==> src/rtl/counter_bank_display.sv <==
// Bank of NCH prescaled counters with per-channel tick dividers, wrap/borrow/
// saturate event pulses and a manual or auto-rotating registered display.
module counter_bank_display #(
  parameter int TICK_CYC  = 12_000_000,
  parameter int NCH       = 4,
  parameter int CW        = 8,
  parameter int ROT_TICKS = 3
) (
  input  logic          clk,
  input  logic          rst,
  input  logic [3:0]    step,
  input  logic [1:0]    mode,
  input  logic          clr,
  input  logic          sel_auto,
  input  logic [2:0]    sel_manual,
  output logic [CW-1:0] disp,
  output logic [2:0]    disp_ch,
  output logic [NCH-1:0] evt,
  output logic          base_tick
);

  localparam int PW = $clog2(TICK_CYC);
  localparam logic [PW-1:0] PRE_MAX = PW'(TICK_CYC - 1);
  localparam logic [7:0]    ROT_MAX = 8'(ROT_TICKS - 1);
  localparam logic [CW-1:0] CTR_MAX = {CW{1'b1}};
  localparam logic [1:0] M_UP   = 2'b00;
  localparam logic [1:0] M_DOWN = 2'b01;
  localparam logic [1:0] M_SAT  = 2'b10;

  logic [PW-1:0] pre;
  logic [PW-1:0] pre_next;
  logic [2:0]    div [NCH];
  logic [CW-1:0] ctr [NCH];
  logic [CW-1:0] ctr_next [NCH];
  logic [CW:0]   sum [NCH];
  logic [NCH-1:0] upd;
  logic [NCH-1:0] ovf;
  logic [CW-1:0] step_ext;
  logic [7:0]    rot;
  logic [2:0]    sel_clamped;
  logic [2:0]    ch_next;
  logic [CW-1:0] disp_sel;

  // Prescaler successor; base_tick is registered so it lines up with pre == PRE_MAX.
  always_comb begin
    if (pre == PRE_MAX) begin
      pre_next = {PW{1'b0}};
    end else begin
      pre_next = pre + PW'(1);
    end
  end

  // Prescaler and base tick strobe.
  always_ff @(posedge clk) begin
    if (rst) begin
      pre       <= {PW{1'b0}};
      base_tick <= 1'b0;
    end else begin
      pre       <= pre_next;
      base_tick <= (pre_next == PRE_MAX);
    end
  end

  // Per-channel next value and event for the selected mode.
  always_comb begin
    step_ext = CW'(step);
    for (int i = 0; i < NCH; i++) begin
      upd[i]      = base_tick && (div[i] == 3'(i));
      sum[i]      = {1'b0, ctr[i]} + {1'b0, step_ext};
      ctr_next[i] = ctr[i];
      ovf[i]      = 1'b0;
      case (mode)
        M_UP: begin
          ctr_next[i] = sum[i][CW-1:0];
          ovf[i]      = sum[i][CW];
        end
        M_DOWN: begin
          ctr_next[i] = ctr[i] - step_ext;
          ovf[i]      = (step_ext > ctr[i]);
        end
        M_SAT: begin
          if (sum[i][CW]) begin
            ctr_next[i] = CTR_MAX;
          end else begin
            ctr_next[i] = sum[i][CW-1:0];
          end
          ovf[i] = (ctr[i] != CTR_MAX) && (ctr_next[i] == CTR_MAX);
        end
        default: begin
          ctr_next[i] = ctr[i];
          ovf[i]      = 1'b0;
        end
      endcase
    end
  end

  // Dividers, counters and event pulses; clr wipes counters but not timing state.
  always_ff @(posedge clk) begin
    if (rst) begin
      for (int i = 0; i < NCH; i++) begin
        div[i] <= 3'd0;
        ctr[i] <= {CW{1'b0}};
      end
      evt <= {NCH{1'b0}};
    end else begin
      for (int i = 0; i < NCH; i++) begin
        if (base_tick) begin
          div[i] <= (div[i] == 3'(i)) ? 3'd0 : div[i] + 3'd1;
        end
        if (clr) begin
          ctr[i] <= {CW{1'b0}};
          evt[i] <= 1'b0;
        end else if (upd[i]) begin
          ctr[i] <= ctr_next[i];
          evt[i] <= ovf[i];
        end else begin
          evt[i] <= 1'b0;
        end
      end
    end
  end

  // Display channel helpers: clamped manual pick, rotation successor, value mux.
  always_comb begin
    if ({1'b0, sel_manual} >= 4'(NCH)) begin
      sel_clamped = 3'(NCH - 1);
    end else begin
      sel_clamped = sel_manual;
    end
    if (disp_ch == 3'(NCH - 1)) begin
      ch_next = 3'd0;
    end else begin
      ch_next = disp_ch + 3'd1;
    end
    disp_sel = {CW{1'b0}};
    for (int i = 0; i < NCH; i++) begin
      if (disp_ch == 3'(i)) begin
        disp_sel = ctr[i];
      end else begin
        disp_sel = disp_sel;
      end
    end
  end

  // Display selection and value; manual mode holds rot at 0 so auto resumes cleanly.
  always_ff @(posedge clk) begin
    if (rst) begin
      rot     <= 8'd0;
      disp_ch <= 3'd0;
      disp    <= {CW{1'b0}};
    end else begin
      disp <= disp_sel;
      if (!sel_auto) begin
        rot     <= 8'd0;
        disp_ch <= sel_clamped;
      end else if (base_tick) begin
        if (rot == ROT_MAX) begin
          rot     <= 8'd0;
          disp_ch <= ch_next;
        end else begin
          rot <= rot + 8'd1;
        end
      end
    end
  end

endmodule

==> config.mk <==
export PLATFORM = sky130hd
export DESIGN_NAME = counter_bank_display
export DESIGN_NICKNAME = d
export VERILOG_FILES = /design/src/rtl/counter_bank_display.sv
export SDC_FILE = /design/constraint.sdc
export NUM_CORES = 1
export LEC_CHECK = 0
export CAP_MARGIN = 10
export CORE_ASPECT_RATIO = 0.9
export CORE_UTILIZATION = 62
export DETAILED_ROUTE_END_ITERATION = 7
export GPL_TIMING_DRIVEN = 0
export PLACE_DENSITY = 0.88
export SKIP_LAST_GASP = 1
export SLEW_MARGIN = 40
export SYNTH_ARGS = -nofsm -noshare
export SYNTH_HDL_FRONTEND = slang
export SYNTH_SLANG_ARGS = --single-unit
export TNS_END_PERCENT = 50
==> constraint.sdc <==
create_clock -name clk -period 3.38 [get_ports clk]
set_clock_uncertainty 0.15 [all_clocks]
set_input_delay 0.676 -clock clk [delete_from_list [all_inputs] [get_ports clk]]
set_output_delay 0.676 -clock clk [all_outputs]
set_load 0.02 [all_outputs]
==> results of run 1 <==
==> synth_stat cells, types with 8 or more instances <==
master	count	area (µm²)
nor2_1	116	435.4
a211oi_1	13	97.59
nor2b_1	18	112.6
o21ai_0	23	115.1
nand2b_1	14	87.58
inv_1	42	157.7
a21oi_1	64	320.3
nand3_1	13	65.06
fa_1	8	160.2
dfxtp_1	48	960.9
nor3_1	17	85.08
a22oi_1	9	67.56
nand2_1	63	236.5
xnor2_1	28	245.2
edfxtp_1	44	1321
ha_1	51	638.1
and3_1	9	56.30
nand4_1	15	93.84
buf_2	8	40.04
clkbuf_1	29	108.9
xor2_1	39	341.6
==> worst max-delay path: cells and delay by family <==
kind	cells	cell delay [ns]
AND/OR/NAND/NOR	1	0.06
AO/OA/AOI/OAI	2	0.44
adder cells (fa/ha/maj)	1	0.33
buffers and inverters	5	1.80
==> registers in the layout, summed over array words and instances (netlist names) <==
register / count
ctr: 32
pre: 24
div: 12
disp: 8
rot: 8
evt: 4
disp_ch: 3
base_tick: 1
==> cell families (layout without fill, tap and decap cells) <==
group,Yosys count,in the layout,synth area share
mux,3,3,0.004655
xor+xnor,67,67,0.08734
buf+inv,85,131,0.05121
compound gates,176,176,0.1693
flops,92,92,0.3397
simple gates,313,313,0.2291
fa+ha+maj,59,59,0.1188
==> routing by layer <==
layer	up-vias	wire length, µm	global-route usage	share of wire
met4	0	597	0.1455	0.032
li1	2876	-	-	-
met3	62	1980	0.06374	0.11
met1	2942	7800	0.4589	0.42
met5	-	0	0	0
met2	397	8282	0.5413	0.44
==> layout make-up <==
class,count,area [µm²],share of cell area
buffer,43,188.9,0.02526
clock buffer,10,250.2,0.03346
clock inverter,6,40.04,0.005353
inverter,42,161.4,0.02158
multi-input combinational,618,4113,0.5498
sequential,92,2282,0.3051
tap,129,161.4,0.02158
timing repair buffer,30,282.8,0.03781
==> final timing paths <==
check / end / cells after the start
setup reg to reg: evt[0] / 10
hold / removal: disp_ch[2] / 2
setup / recovery: ctr[3][4] / 9
hold reg to reg: disp_ch[2] / 2
==> power by group through the flow <==
stage	Combinational (mW)	Clock [mW]	Sequential (mW)
3_3_place_gp	0.481	0	1.25
6_report	0.525	1.01	1.22
2_1_floorplan	0.336	0	1.25
5_1_grt	0.564	1.05	1.23
4_1_cts	0.505	1.01	1.22
3_5_place_dp	0.495	0	1.25
==> repair_timing <==
action,in CTS,in global routing
setup endpoints to repair,26,10
setup buffers,2,0
endpoints found under the hold margin,0,0
hold buffers,0,0
resized for setup,10,7
==> results.md, run 1 <==
- Final hold slack: between 0.3 and 0.4 ns
- CTS buffer count: 9
- Chip Height: roughly 100 µm
- Hpwl dp: around 13000 µm
- Reg clk slew, reported paths: 0.07 ns
- Vias per std cell: about 6.5
- Combinational Power Share: 0.190
- R2r setup slk: around 0.47 ns
- Max Root-Sink Buffers: 2
- Boundary pin count: 29
- Seq/Total Area, Yosys: 0.3397
- Fill count: just over 800
- Standby leakage power: between 2 and 3 nW
- Max-slew headroom: 0.4350
- Worst skew pair latency: roughly 0.35 ns
- First-pass GRT wire length: between 20000 and 30000 µm
- Sw Share: 0.2998
- Post-synth EDFFs: 44
- Yosys warning count: 0
- Crit path time final: between 3 and 4 ns
- Area after DPL: ~0.0072 mm²
- Ys async rst share: 0
- Drt wl/cell: roughly 19 µm
- Diode count: 0
- Sw Pwr: 0.8271 mW
- Placement Setup Slack: -0.7495 ns
- Horiz. Die Dim: approximately 110 µm
- Failing checks: DRC
- Number of remaining DRC errors: 1
- Hold Path Origin: disp_ch[2]
- Arrival time worst endpoint: between 3 and 4 ns
- Avg Synthesized Cell Area: 8.452 µm²
- Area Growth Syn to Fin: 11.32%
- RR Startpoint: ctr[0][0]
- CP Cell Sequence: clkdlybuf4s50_1 -> inv_1 -> ha_1 -> clkbuf_2 -> inv_1 -> clkbuf_1 -> o211ai_1 -> a22oi_1 -> nor2_1
- Prevailing post-synth register cell: dfxtp_1
- Core area: roughly 0.010 mm²
- Starting DRC count in detailed routing: around 670
- Cells after synthesis: about 800
- Total track usage: 0.3409
- Clock power frac: 0.366
- Drt pass-1 iters: 8
- VDD IR max: between 0.2 and 0.3 mV
- Worst setup margin: between 0.01 and 0.015 ns
- Post-Layout Inst Area: ~0.0075 mm²
- Root Buffer: clkbuf_16
- Worst setup SP type: input port
- Vias in the first global route: around 5900
- Final wirelength: between 15000 and 20000 µm
- Critical Path RT: between 3 and 4 ns
- MaxCap Viol Count: 0
- Final Hold Viols: 0
- Final Cycle Share: 0.9965
- Worst setup EP type: flip-flop
- Post-Route Utilization: 0.7207
- Synth unique cells: 70
- CP max stage delay: 0.62 ns
- Most common cell after layout, fill and taps aside: nor2_1
- Fin Setup TNS: 0 ns
- Cell Pwr Density: 368.9 mW/mm²
- Mapped Area: approximately 0.0067 mm²
- Full die area: around 0.011 mm²
- Largest net degree at the start of global routing: 17
- TritonCTS clock tree: built
- Final nets: approximately 910
- Seq cells post-synth: between 90 and 100
- Worst-Margin Slew: about 0.84 ns
- CTS Sinks: 92
- P_int: roughly 1.9 mW
- Share of cells above drive strength 1: 0.06540
- Start point of the critical path: mode[0]
- Placed insts: ~950
- # H-tree levels: 3
- Initial Util: 0.6474
- Slew Viols, Final: 0
- Unrepaired setup endpoints after global routing: yes
- Max Freq: a little under 0.3 GHz
- I/O Buffers: 28
- Gr ovfl total: 0
- Kind of critical path: in2reg
- Slowest stage cell, crit path: clkbuf_1
- Total power: roughly 2.8 mW
- Post-route insts no fill: 970
- Final setup viols: 0
- Most frequent cells in the layout: 114 x nor2_1, 63 x nand2_1, 63 x a21oi_1
- Gpl congestion: between 0.9 and 1
- Most used cell, CP: inv_1
- Syn Nets: ~870
- CP max FO: 10
- Vias: 6277
- Final ANT Viol Nets: 0
- Site Rows: 35
- Status: finished, violations left
- Initial antenna violation count: 0
- Hold WC Path Type: reg2reg
- Seq pwr share: 0.444
(Power assumes the default switching activity.)
==> run 2, diff against run 1 <==
Settings changed: CAP_MARGIN 10 to unset.
==> results of run 2 <==
Same layout as run 1: the final DEF is identical, and so are final timing and power.
==> run 3, diff against run 2 <==
Settings changed: CORE_UTILIZATION 62 to 35, PLACE_DENSITY 0.88 to 0.58.
==> run 3 against run 2 <==
Against the previous run: the flow now finishes without violations; maximum frequency is 0.20% higher; cell area is 2.0% higher; cell count is 12% higher; via count is 6.8% lower; routed wire length is 0.91% lower; non-clock buffer count stayed put; flip-flop and latch count stayed put; critical endpoint is now evt[0]; highest routed layer unchanged.
==> results.md, run 3 (synthesis results as in run 1) <==
- Final ANT Viol Nets: 0 (unchanged)
- Initial antenna violation count: 0 (unchanged)
- CTS buffer count: 9 (unchanged)
- Final wirelength: 18490 µm (-0.91%)
- Hold-fix buffers, CTS: 0 (unchanged)
- Site Rows: 47 (+34%)
- Critical Path RT: 3.49 ns (+0.17 ns)
- Starting DRC count in detailed routing: 351 (-47%)
- CP max stage delay: 0.45 ns (-0.17 ns)
- Chip Height: 133.4 µm (+32%)
- MaxCap Viol Count: 0 (unchanged)
- Kind of critical path: in2reg
- Drt pass-1 iters: 5 (-3)
- Share of cells above drive strength 1: 0.06897 (+0.003567)
- Vias in the first global route: 5525 (-6.6%)
- Post-Route Utilization: 0.4105 (-0.3102)
- Cell Pwr Density: 361.5 mW/mm² (-2.0%)
- Core area: 0.01858 mm² (+79%)
- Worst skew pair latency: 0.36 ns (about the same)
- Vias: 5850 (-6.8%)
- Horiz. Die Dim: 148.0 µm (+33%)
- Reg clk slew, reported paths: 0.07 ns (about the same)
- Placement Setup Slack: -0.9686 ns (-0.2191 ns)
- Initial Util: 0.3616 (-0.2858)
- Boundary pin count: 29 (unchanged)
- Unrepaired setup endpoints after global routing: yes
- Largest net degree at the start of global routing: 19 (+2)
- Hpwl dp: 13290 µm (-0.42%)
- Final Hold Viols: 0 (unchanged)
- CP max FO: 5 (-5)
- CP Cell Sequence: dlygate4sd2_1 -> inv_1 -> ha_1 -> o21bai_1 -> a21oi_1 -> nor2_1 -> xnor2_1 -> o41ai_1 -> o2111ai_1 -> a211oi_2
- Status: finished, final reports clean
- Final setup viols: 0 (unchanged)
- Total power: 2.758 mW (about the same)
- # H-tree levels: 3 (unchanged)
- Slew Viols, Final: 0 (unchanged)
- CTS Sinks: 92 (unchanged)
- TritonCTS clock tree: built
- Worst setup EP type: flip-flop
- I/O Buffers: 28 (unchanged)
- Crit path time final: 3.361 ns (-0.006843 ns)
- Diode count: 0 (unchanged)
- Fin Setup TNS: 0 ns (unchanged)
- Slowest stage cell, crit path: dlygate4sd2_1
- Area Growth Syn to Fin: 13.54%
- Vias per std cell: 5.387 (-17%)
- Arrival time worst endpoint: 3.47 ns (+0.16 ns)
- Largest Register: ctr
- Standby leakage power: 2.866 nW (-0.20%)
- Max reg flops: 32 (unchanged)
- Max Freq: 0.2975 GHz (+0.20%)
- Fill count: 1936 (+140%)
- Gr ovfl total: 0 (unchanged)
- Final nets: 908 (unchanged)
- Post-Layout Inst Area: 0.007629 mm² (+2.0%)
- VDD IR max: 0.2465 mV (-13%)
- First-pass GRT wire length: 29430 µm (-0.23%)
- Full die area: 0.01976 mm² (+75%)
- Gpl congestion: 0.9313 (-6.5%)
- Number of remaining DRC errors: 0 (-1)
- Hold WC Path Type: reg2reg
- Worst setup SP type: input port
- Largest registers: ctr: 32 flops, pre: 24 flops, div: 12 flops
- Drt wl/cell: 17.03 µm (-11%)
- Final Cycle Share: 0.9945 (-0.002025)
- Root Buffer: clkbuf_16
- Total track usage: 0.1939 (-0.1470)
- Most common cell after layout, fill and taps aside: nor2_1
- Area after DPL: 0.007320 mm² (+2.1%)
- Max Root-Sink Buffers: 2 (unchanged)
- Worst setup margin: 0.01856 ns (+0.006843 ns)
- Worst-Margin Slew: 0.7800 ns (-0.06194 ns)
- Most frequent cells in the layout: 114 x nor2_1, 63 x nand2_1, 63 x a21oi_1
- Max-slew headroom: 0.4800 (+0.04506)
[run 3: final timing paths]
kind	from	endpoint	slack, ns	depth (start not counted)
setup / recovery	step[2]	evt[0]	0.02	10
hold / removal	pre[0]	pre[0]	0.32	1
setup reg to reg	ctr[0][0]	evt[0]	0.43	10
hold reg to reg	pre[0]	pre[0]	0.32	1
[run 3: power breakdown]
part           total, mW  internal, mW  switching, mW
combinational      0.514         0.189          0.325
clock               1.02         0.519          0.502
sequential          1.22          1.19         0.0278
total               2.76          1.90          0.855
[run 3: routing by layer]
layer	track usage	vias to the layer above	wire, µm
met5	0	-	0
met4	0.08133	0	524
met3	0.04007	28	1340
met2	0.2827	192	7742
met1	0.2760	2750	8884
li1	-	2880	-
[run 3: worst max-delay path, delay by kind of cell]
family,cells,cell delay [ns]
AOI/OAI and AO/OA,5,1.35
adders and majority gates,1,0.44
buffers and inverters,2,0.70
and+or+nand+nor,1,0.11
xor gates and xnor gates,1,0.19
[run 3: layout make-up]
class | instances | area (µm²) | share of cell area
Sequential cell | 92 | 2282 | 0.2992
Clock inverter | 7 | 67.56 | 0.008857
Inverter | 42 | 161.4 | 0.02116
Buffer | 42 | 185.2 | 0.02427
Multi-Input combinational cell | 618 | 4114 | 0.5393
Timing Repair Buffer | 31 | 286.5 | 0.03756
Clock buffer | 9 | 225.2 | 0.02952
Tap cell | 245 | 306.5 | 0.04018
[run 3: timing repair]
item	in CTS	in global routing
setup buffers	2	0
endpoints found under the setup margin	25	21
gates resized for setup	8	9
[run 3: per-stage QoR]
| step | hold slack, ns | cells |
|---|---|---|
| finish | 0.3226 | 1086 |
| global route | 0.3387 | 1086 |
| CTS | 0.3237 | 1087 |
| detailed placement | 0.3067 | 1069 |
| global placement | 0.3051 | 1068 |
| floorplan | 0.2855 | 795 |
